<file path="config.mk">
export PLATFORM = sky130hd
export DESIGN_NAME = pid_pwm_gen
export DESIGN_NICKNAME = d
export VERILOG_FILES = /design/src/rtl/pid_pwm_gen.sv
export SDC_FILE = /design/constraint.sdc
export NUM_CORES = 1
export LEC_CHECK = 0
export ABC_CLOCK_PERIOD_IN_PS = 6400
export CAP_MARGIN = 20
export CORE_MARGIN = 4
export CORE_UTILIZATION = 62
export CTS_CLUSTER_SIZE = 12
export DETAILED_ROUTE_END_ITERATION = 6
export PLACE_DENSITY = 0.86
export RECOVER_POWER = 50
export SKIP_CTS_REPAIR_TIMING = 1
export SYNTH_ARGS = -nofsm -noshare
export SYNTH_HDL_FRONTEND = slang
export SYNTH_SLANG_ARGS = --single-unit
</file>
<file path="constraint.sdc">
create_clock -name HCLK -period 6.4 [get_ports HCLK]
set_input_delay 1.6 -clock HCLK [delete_from_list [all_inputs] [get_ports HCLK]]
set_output_delay 1.6 -clock HCLK [all_outputs]
set_load 0.005 [all_outputs]
</file>
<file path="src/rtl/pid_pwm_gen.sv">
// ----------------------------------------------------------------------------
// pid_pwm_gen
//
// Purpose:
//   Downstream stage of the PID AHB wrapper. Turns the two signed PID duty
//   words into two edge-aligned PWM outputs on HCLK. Duty words land in a
//   shadow pair first and only become active at a PWM period boundary, so a
//   pulse is never torn by a mid-period update. Duties outside [0, period]
//   are clipped and flagged for the period in which they are active.
//
// Ports:
//   HCLK          in   clock
//   HRESETn       in   asynchronous active-low reset
//   enable        in   1 = run, 0 = counter held at 0 and outputs low
//   period_in     in   requested period in HCLK cycles, taken at a boundary
//   duty0_in      in   channel 0 duty, signed HCLK counts
//   duty1_in      in   channel 1 duty, signed HCLK counts
//   duty_valid    in   strobe: copy duty0_in/duty1_in into the shadow pair
//   pwm0, pwm1    out  registered PWM outputs (lag the counter by one cycle)
//   period_start  out  pulse in the first cycle (cnt == 0) of each period
//   load_ack      out  pulse after a pending shadow pair became active
//   sat0, sat1    out  active duty of that channel was clipped
// ----------------------------------------------------------------------------
module pid_pwm_gen #(
   parameter int DUTY_W  = 25,
   parameter int CNT_W   = 16,
   parameter int PER_RST = 1000
) (
   input  logic                     HCLK,
   input  logic                     HRESETn,
   input  logic                     enable,
   input  logic [CNT_W-1:0]         period_in,
   input  logic signed [DUTY_W-1:0] duty0_in,
   input  logic signed [DUTY_W-1:0] duty1_in,
   input  logic                     duty_valid,
   output logic                     pwm0,
   output logic                     pwm1,
   output logic                     period_start,
   output logic                     load_ack,
   output logic                     sat0,
   output logic                     sat1
);

   // Clip a signed duty into [0, per]. Result is {clipped_flag, value}.
   // Both operands are widened to DUTY_W+1 signed so the period is always
   // treated as a non-negative magnitude.
   function automatic logic [CNT_W:0] sat_duty(
      input logic signed [DUTY_W-1:0] duty,
      input logic [CNT_W-1:0]         per
   );
      logic signed [DUTY_W:0] d_w;
      logic signed [DUTY_W:0] p_w;
      d_w = {duty[DUTY_W-1], duty};
      p_w = {{(DUTY_W+1-CNT_W){1'b0}}, per};
      if (d_w[DUTY_W]) begin
         sat_duty = {1'b1, {CNT_W{1'b0}}};
      end else if (d_w > p_w) begin
         sat_duty = {1'b1, per};
      end else begin
         sat_duty = {1'b0, duty[CNT_W-1:0]};
      end
   endfunction

   logic [CNT_W-1:0]         cnt;
   logic [CNT_W-1:0]         per_act;
   logic                     fresh;      // next running edge must be a boundary
   logic signed [DUTY_W-1:0] shadow0;
   logic signed [DUTY_W-1:0] shadow1;
   logic                     pending;
   logic [CNT_W-1:0]         act0;
   logic [CNT_W-1:0]         act1;

   logic             per_ok;
   logic             run;
   logic             wrap;
   logic             boundary;
   logic             new_ok;
   logic [CNT_W:0]   sat_res0;
   logic [CNT_W:0]   sat_res1;

   // ---- boundary decode ------------------------------------------------------
   // A boundary is either the natural wrap of a running counter or the first
   // running edge after enable was low, after reset, or after a degenerate
   // period. In the latter case the counter simply stays at 0.
   always_comb begin
      per_ok   = (per_act > CNT_W'(1));
      run      = enable && per_ok;
      wrap     = (cnt == per_act - 1'b1);
      boundary = run && (fresh || wrap);
      new_ok   = (period_in > CNT_W'(1));
      // Active duties are clipped against the period that starts on this edge.
      sat_res0 = sat_duty(shadow0, period_in);
      sat_res1 = sat_duty(shadow1, period_in);
   end

   // ---- period counter -------------------------------------------------------
   // While the period is degenerate the request is re-sampled every cycle and
   // fresh stays set, so a later valid period restarts through a boundary.
   always_ff @(posedge HCLK or negedge HRESETn) begin
      if (!HRESETn) begin
         cnt     <= '0;
         per_act <= CNT_W'(PER_RST);
         fresh   <= 1'b1;
      end else if (!enable) begin
         cnt     <= '0;
         fresh   <= 1'b1;
      end else if (!per_ok) begin
         cnt     <= '0;
         per_act <= period_in;
         fresh   <= 1'b1;
      end else if (boundary) begin
         cnt     <= '0;
         per_act <= period_in;
         fresh   <= 1'b0;
      end else begin
         cnt     <= cnt + 1'b1;
      end
   end

   // ---- shadow capture -------------------------------------------------------
   // A strobe on the boundary edge wins over the boundary clearing pending:
   // the boundary consumed the prior shadow, the new pair waits one period.
   always_ff @(posedge HCLK or negedge HRESETn) begin
      if (!HRESETn) begin
         shadow0 <= '0;
         shadow1 <= '0;
         pending <= 1'b0;
      end else if (duty_valid) begin
         shadow0 <= duty0_in;
         shadow1 <= duty1_in;
         pending <= 1'b1;
      end else if (boundary) begin
         pending <= 1'b0;
      end
   end

   // ---- active duty and saturation flags -------------------------------------
   always_ff @(posedge HCLK or negedge HRESETn) begin
      if (!HRESETn) begin
         act0 <= '0;
         act1 <= '0;
         sat0 <= 1'b0;
         sat1 <= 1'b0;
      end else if (boundary) begin
         act0 <= sat_res0[CNT_W-1:0];
         act1 <= sat_res1[CNT_W-1:0];
         sat0 <= sat_res0[CNT_W];
         sat1 <= sat_res1[CNT_W];
      end
   end

   // ---- registered outputs ---------------------------------------------------
   // fresh masks the compare so the edge that starts a period after an idle
   // spell cannot emit a fragment of the stale active duty. A boundary into a
   // degenerate period does not announce a period start.
   always_ff @(posedge HCLK or negedge HRESETn) begin
      if (!HRESETn) begin
         pwm0         <= 1'b0;
         pwm1         <= 1'b0;
         period_start <= 1'b0;
         load_ack     <= 1'b0;
      end else begin
         pwm0         <= run && !fresh && (cnt < act0);
         pwm1         <= run && !fresh && (cnt < act1);
         period_start <= boundary && new_ok;
         load_ack     <= boundary && pending;
      end
   end

endmodule

</file>
==> reports/summary.log <==
qor: clock_tree.cts_max_level 4
qor: pwr.p_int 1.61 mW
qor: die.top_ports 76
qor: finish.antenna_cells 0
qor: finish.nets 928
qor: grt.global_route.usage.met1 0.365
qor: clock_tree.cts_root_buf clkbuf_16
qor: grt.total_grt_overflow 0
qor: hold_path.worst_hold_path.num_cells 1
qor: die.fp.dieArea 13600 sq um
qor: grt.grt_first_pass_wirelength 30400 um
qor: grt.gr-usage-met2 0.482
qor: grt.global_route.usage.total 0.294
qor: die.floorplan.die.height 116 um
qor: synthesis.post_synthesis_cell_count 733
qor: finish.syn2layout_area_growth 19.1%
qor: sta.timing_worst_slew_pin_value 3.14 ns
qor: hold_path.timing.hold.worst.class reg -> reg
qor: flow_run.maxCapViolCount 2
qor: routing.detail_route.drc_violations 0
qor: placed_design.io_buffer_count 75
qor: routing.post_drt_wl_per_cell 19.6 um
qor: synthesis.yosys-top-cells-area dfrtp_1, ha_1, mux2_2
qor: grt.grt_pass1_vias 6154
qor: pwr.report.power.total 2.28 mW
qor: grt.initial_antenna_violation_count 0
qor: worst_setup_path.r2r.worst_path.cells 11
qor: synthesis.yosysTopAreaCellShare 0.395
qor: worst_setup_path.setup.worst_path.start_class input pin
qor: synthesis.syn-cell-area 7290 sq um
qor: outcome.violations max-capacitance violations, max-slew violations
qor: die.fp-row-count 39
qor: sta.maxSlewViolCount 99
qor: grt.grt_start_max_net_pins 67
qor: worst_setup_path.worst-endpoint-arrival 4.86 ns
qor: synthesis.mappedNetlistNets 868
qor: worst_setup_path.crit-reg2reg-launch per_act[1]
qor: routing.drt_first_pass_iters 6
qor: routing.wirelength 18600 um
qor: hold_path.worst_hold_path.endpoint pending
qor: sta.finalCriticalPeriod 4.52 ns
qor: synthesis.synth_most_common_cell dfrtp_1
qor: clock_tree.tritoncts_clock_tree done
qor: clock_tree.cts_inserted_buffers 17
qor: pwr.vdd_ir_drop_max 270 uV
qor: worst_setup_path.setup.reg_to_reg.worst_slack 2.27 ns
qor: pwr.part_of_the_total_power_dissipated_in_combinational_logic 0.182
qor: placed_design.place_ws 1.21 ns
qor: worst_setup_path.worst-path-max-fanout 13
qor: clock_tree.clock_path_buffers 2
qor: placed_design.hpwlAfterDp 13400 um
qor: clock_tree.path_clk_slew 0.06 ns
qor: pwr.power.clock.fraction 0.407
qor: worst_setup_path.reg2reg_to act1[1]
qor: hold_path.hold_path.startpoint pending
qor: sta.final.setup.tns 0 ns
qor: synthesis.ys_flop_type dfrtp_1
qor: synthesis.synth_common_cells dfrtp_1, ha_1, inv_1, mux2_2, nor2_1
qor: finish.post_route_cells_drive_above_1_share 0.125
qor: sta.slew_headroom -1.10
qor: synthesis.post_synthesis_cell_type_count 53
qor: synthesis.synth_seq_area_share 0.420
qor: clock_tree.clock_sinks 122
qor: finish.fill_count 791
qor: sta.final.hold.worst_slack 0.482 ns
qor: sta.max_freq 221 MHz
qor: synthesis.ys_async_sr_fraction 1.00
qor: die.core_area 11500 sq um
qor: placed_design.placedCellCount 914
qor: finish.layout.cells.non_filler 949
qor: sta.hold_viol 0
qor: grt.gr-max-usage-layer met2
qor: finish.fin_area 8680 sq um
qor: synthesis.avgSynthCellArea 9.94 sq um
qor: routing.drt_iter0_drc 559
qor: finish.final-seq-area 3060 sq um
qor: finish.multi_input_comb_area 3870 sq um
qor: routing.avgViaCountPerCell 6.23
qor: pwr.power_frac_seq 0.410
qor: routing.via_count 5917
qor: sta.finClkSkew 0.00865 ns
qor: die.fp.dieW 116 um
qor: worst_setup_path.critical_path_data_required_time 6.74 ns
qor: worst_setup_path.worstSetupPathType in -> reg
qor: sta.setup_viol_count_final 0
qor: synthesis.synth_top_cell_by_area dfrtp_1
qor: placed_design.placedInstanceArea 8090 sq um
qor: grt.met3_usage 0.0699
qor: pwr.pwr_density_cell 263 nW/um^2
qor: die.initial_core_util 0.636
qor: worst_setup_path.timing.critical_path.to_type flip-flop
qor: routing.postRouteAntennaNets 0
qor: pwr.static-leakage-power 3.85 nW
qor: outcome.run_status complete, but fails checks
qor: synthesis.number_of_warnings_reported_in_the_yosys_synthesis_log 0
qor: placed_design.final_weighted_congestion_of_routability_driven_global_placement 0.899
qor: sta.final_min_period_over_clock_period 0.706
qor: pwr.power_switching 676 uW
qor: sta.fin_ws 1.88 ns
qor: synthesis.post_synth_edffs 0
qor: clock_tree.clk_latency 0.43 ns
qor: synthesis.synth-seq-cells 122
qor: sta.grt_setup_unrepaired no
qor: pwr.swShare 0.296
qor: finish.post-route-util 0.757
state kept, by name (all words and copies together) (netlist names), 16 cells and up:
register and count:
shadow1 25, cnt 16, act1 16, shadow0 25, act0 16, per_act 16
worst max-delay path by stage:
| stage | start | end | depth (start not counted) |
|---|---|---|---|
| finish | period_in[12] | act0[9] | 12 |
| global route | HRESETn | act1[15] | 2 |
| CTS | period_in[12] | act0[3] | 10 |
| detailed placement | period_in[12] | act0[3] | 10 |
| global placement | period_in[12] | act0[5] | 10 |
| floorplan | period_in[12] | act0[10] | 11 |
kinds of logic after synthesis:
| kind of cell | synth area share |
|---|---|
| multiplexers | 0.0990 |
| XOR/XNOR | 0.0457 |
| AND/OR/NAND/NOR | 0.136 |
| AO/OA/AOI/OAI | 0.136 |
| adder cells (fa/ha/maj) | 0.112 |
| buffers and inverters | 0.0510 |
| flip-flops | 0.420 |
routing by layer:
layer / up-vias / share of wire
met5: - / 0
met4: 0 / 0.039
met3: 61 / 0.064
met2: 243 / 0.49
met1: 2867 / 0.41
li1: 2746 / -
power groups by stage:
stage | sequential (mW) | clock [mW] | combinational [mW]
2_1_floorplan | 0.905 | 0 | 0.284
3_3_place_gp | 0.941 | 0 | 0.382
3_5_place_dp | 0.946 | 0 | 0.403
4_1_cts | 0.933 | 0.938 | 0.411
5_1_grt | 0.946 | 0.980 | 0.464
6_report | 0.937 | 0.930 | 0.416
worst max-delay path, cell delays in order:
cell             delay, ns
clkdlybuf4s50_1       0.55
inv_1                 0.17
ha_1                  0.34
and3_1                0.19
a221oi_1              0.32
nor2b_1               0.08
o21ai_0               0.52
a211oi_4              0.22
buf_6                 0.22
mux2i_1               0.13
or4_1                 0.41
o21ai_1               0.09
layout make-up:
class,count,area share
clock inverters,14,0.0156
multi-input cells,515,0.446
well taps,143,0.0206
flip-flops and latches,122,0.353
inverters,56,0.0242
clock buffers,18,0.0506
repair buffers,81,0.0906
placed cells by master, fill, tap and decap left out, types with 3 or more instances in the layout:
cell type | Yosys | final
dfstp_2 | 7 | 7
xnor2_1 | 19 | 19
dfrtp_1 | 115 | 115
mux2_2 | 49 | 48
mux2i_1 | 17 | 17
clkbuf_16 | 0 | 17
nand3b_1 | 3 | 3
o31ai_1 | 20 | 20
nor2_1 | 47 | 47
inv_1 | 56 | 56
a22o_1 | 4 | 4
and3_1 | 8 | 8
nand2b_1 | 8 | 8
nor2b_1 | 6 | 6
a21o_1 | 15 | 15
clkdlybuf4s50_1 | 0 | 73
nand4_1 | 11 | 11
o21ai_1 | 22 | 21
nand3_1 | 15 | 15
o21ai_0 | 40 | 40
or3_1 | 4 | 4
clkinvlp_4 | 0 | 4
nand2_1 | 29 | 29
or4_1 | 20 | 20
a31oi_1 | 4 | 4
xor2_1 | 19 | 19
clkbuf_1 | 29 | 4
ha_1 | 65 | 65
inv_6 | 0 | 6
a21oi_1 | 42 | 42
a2111oi_0 | 3 | 3
nor3_1 | 7 | 7
nor4_1 | 10 | 10
Power figures use the tool's default switching activity.
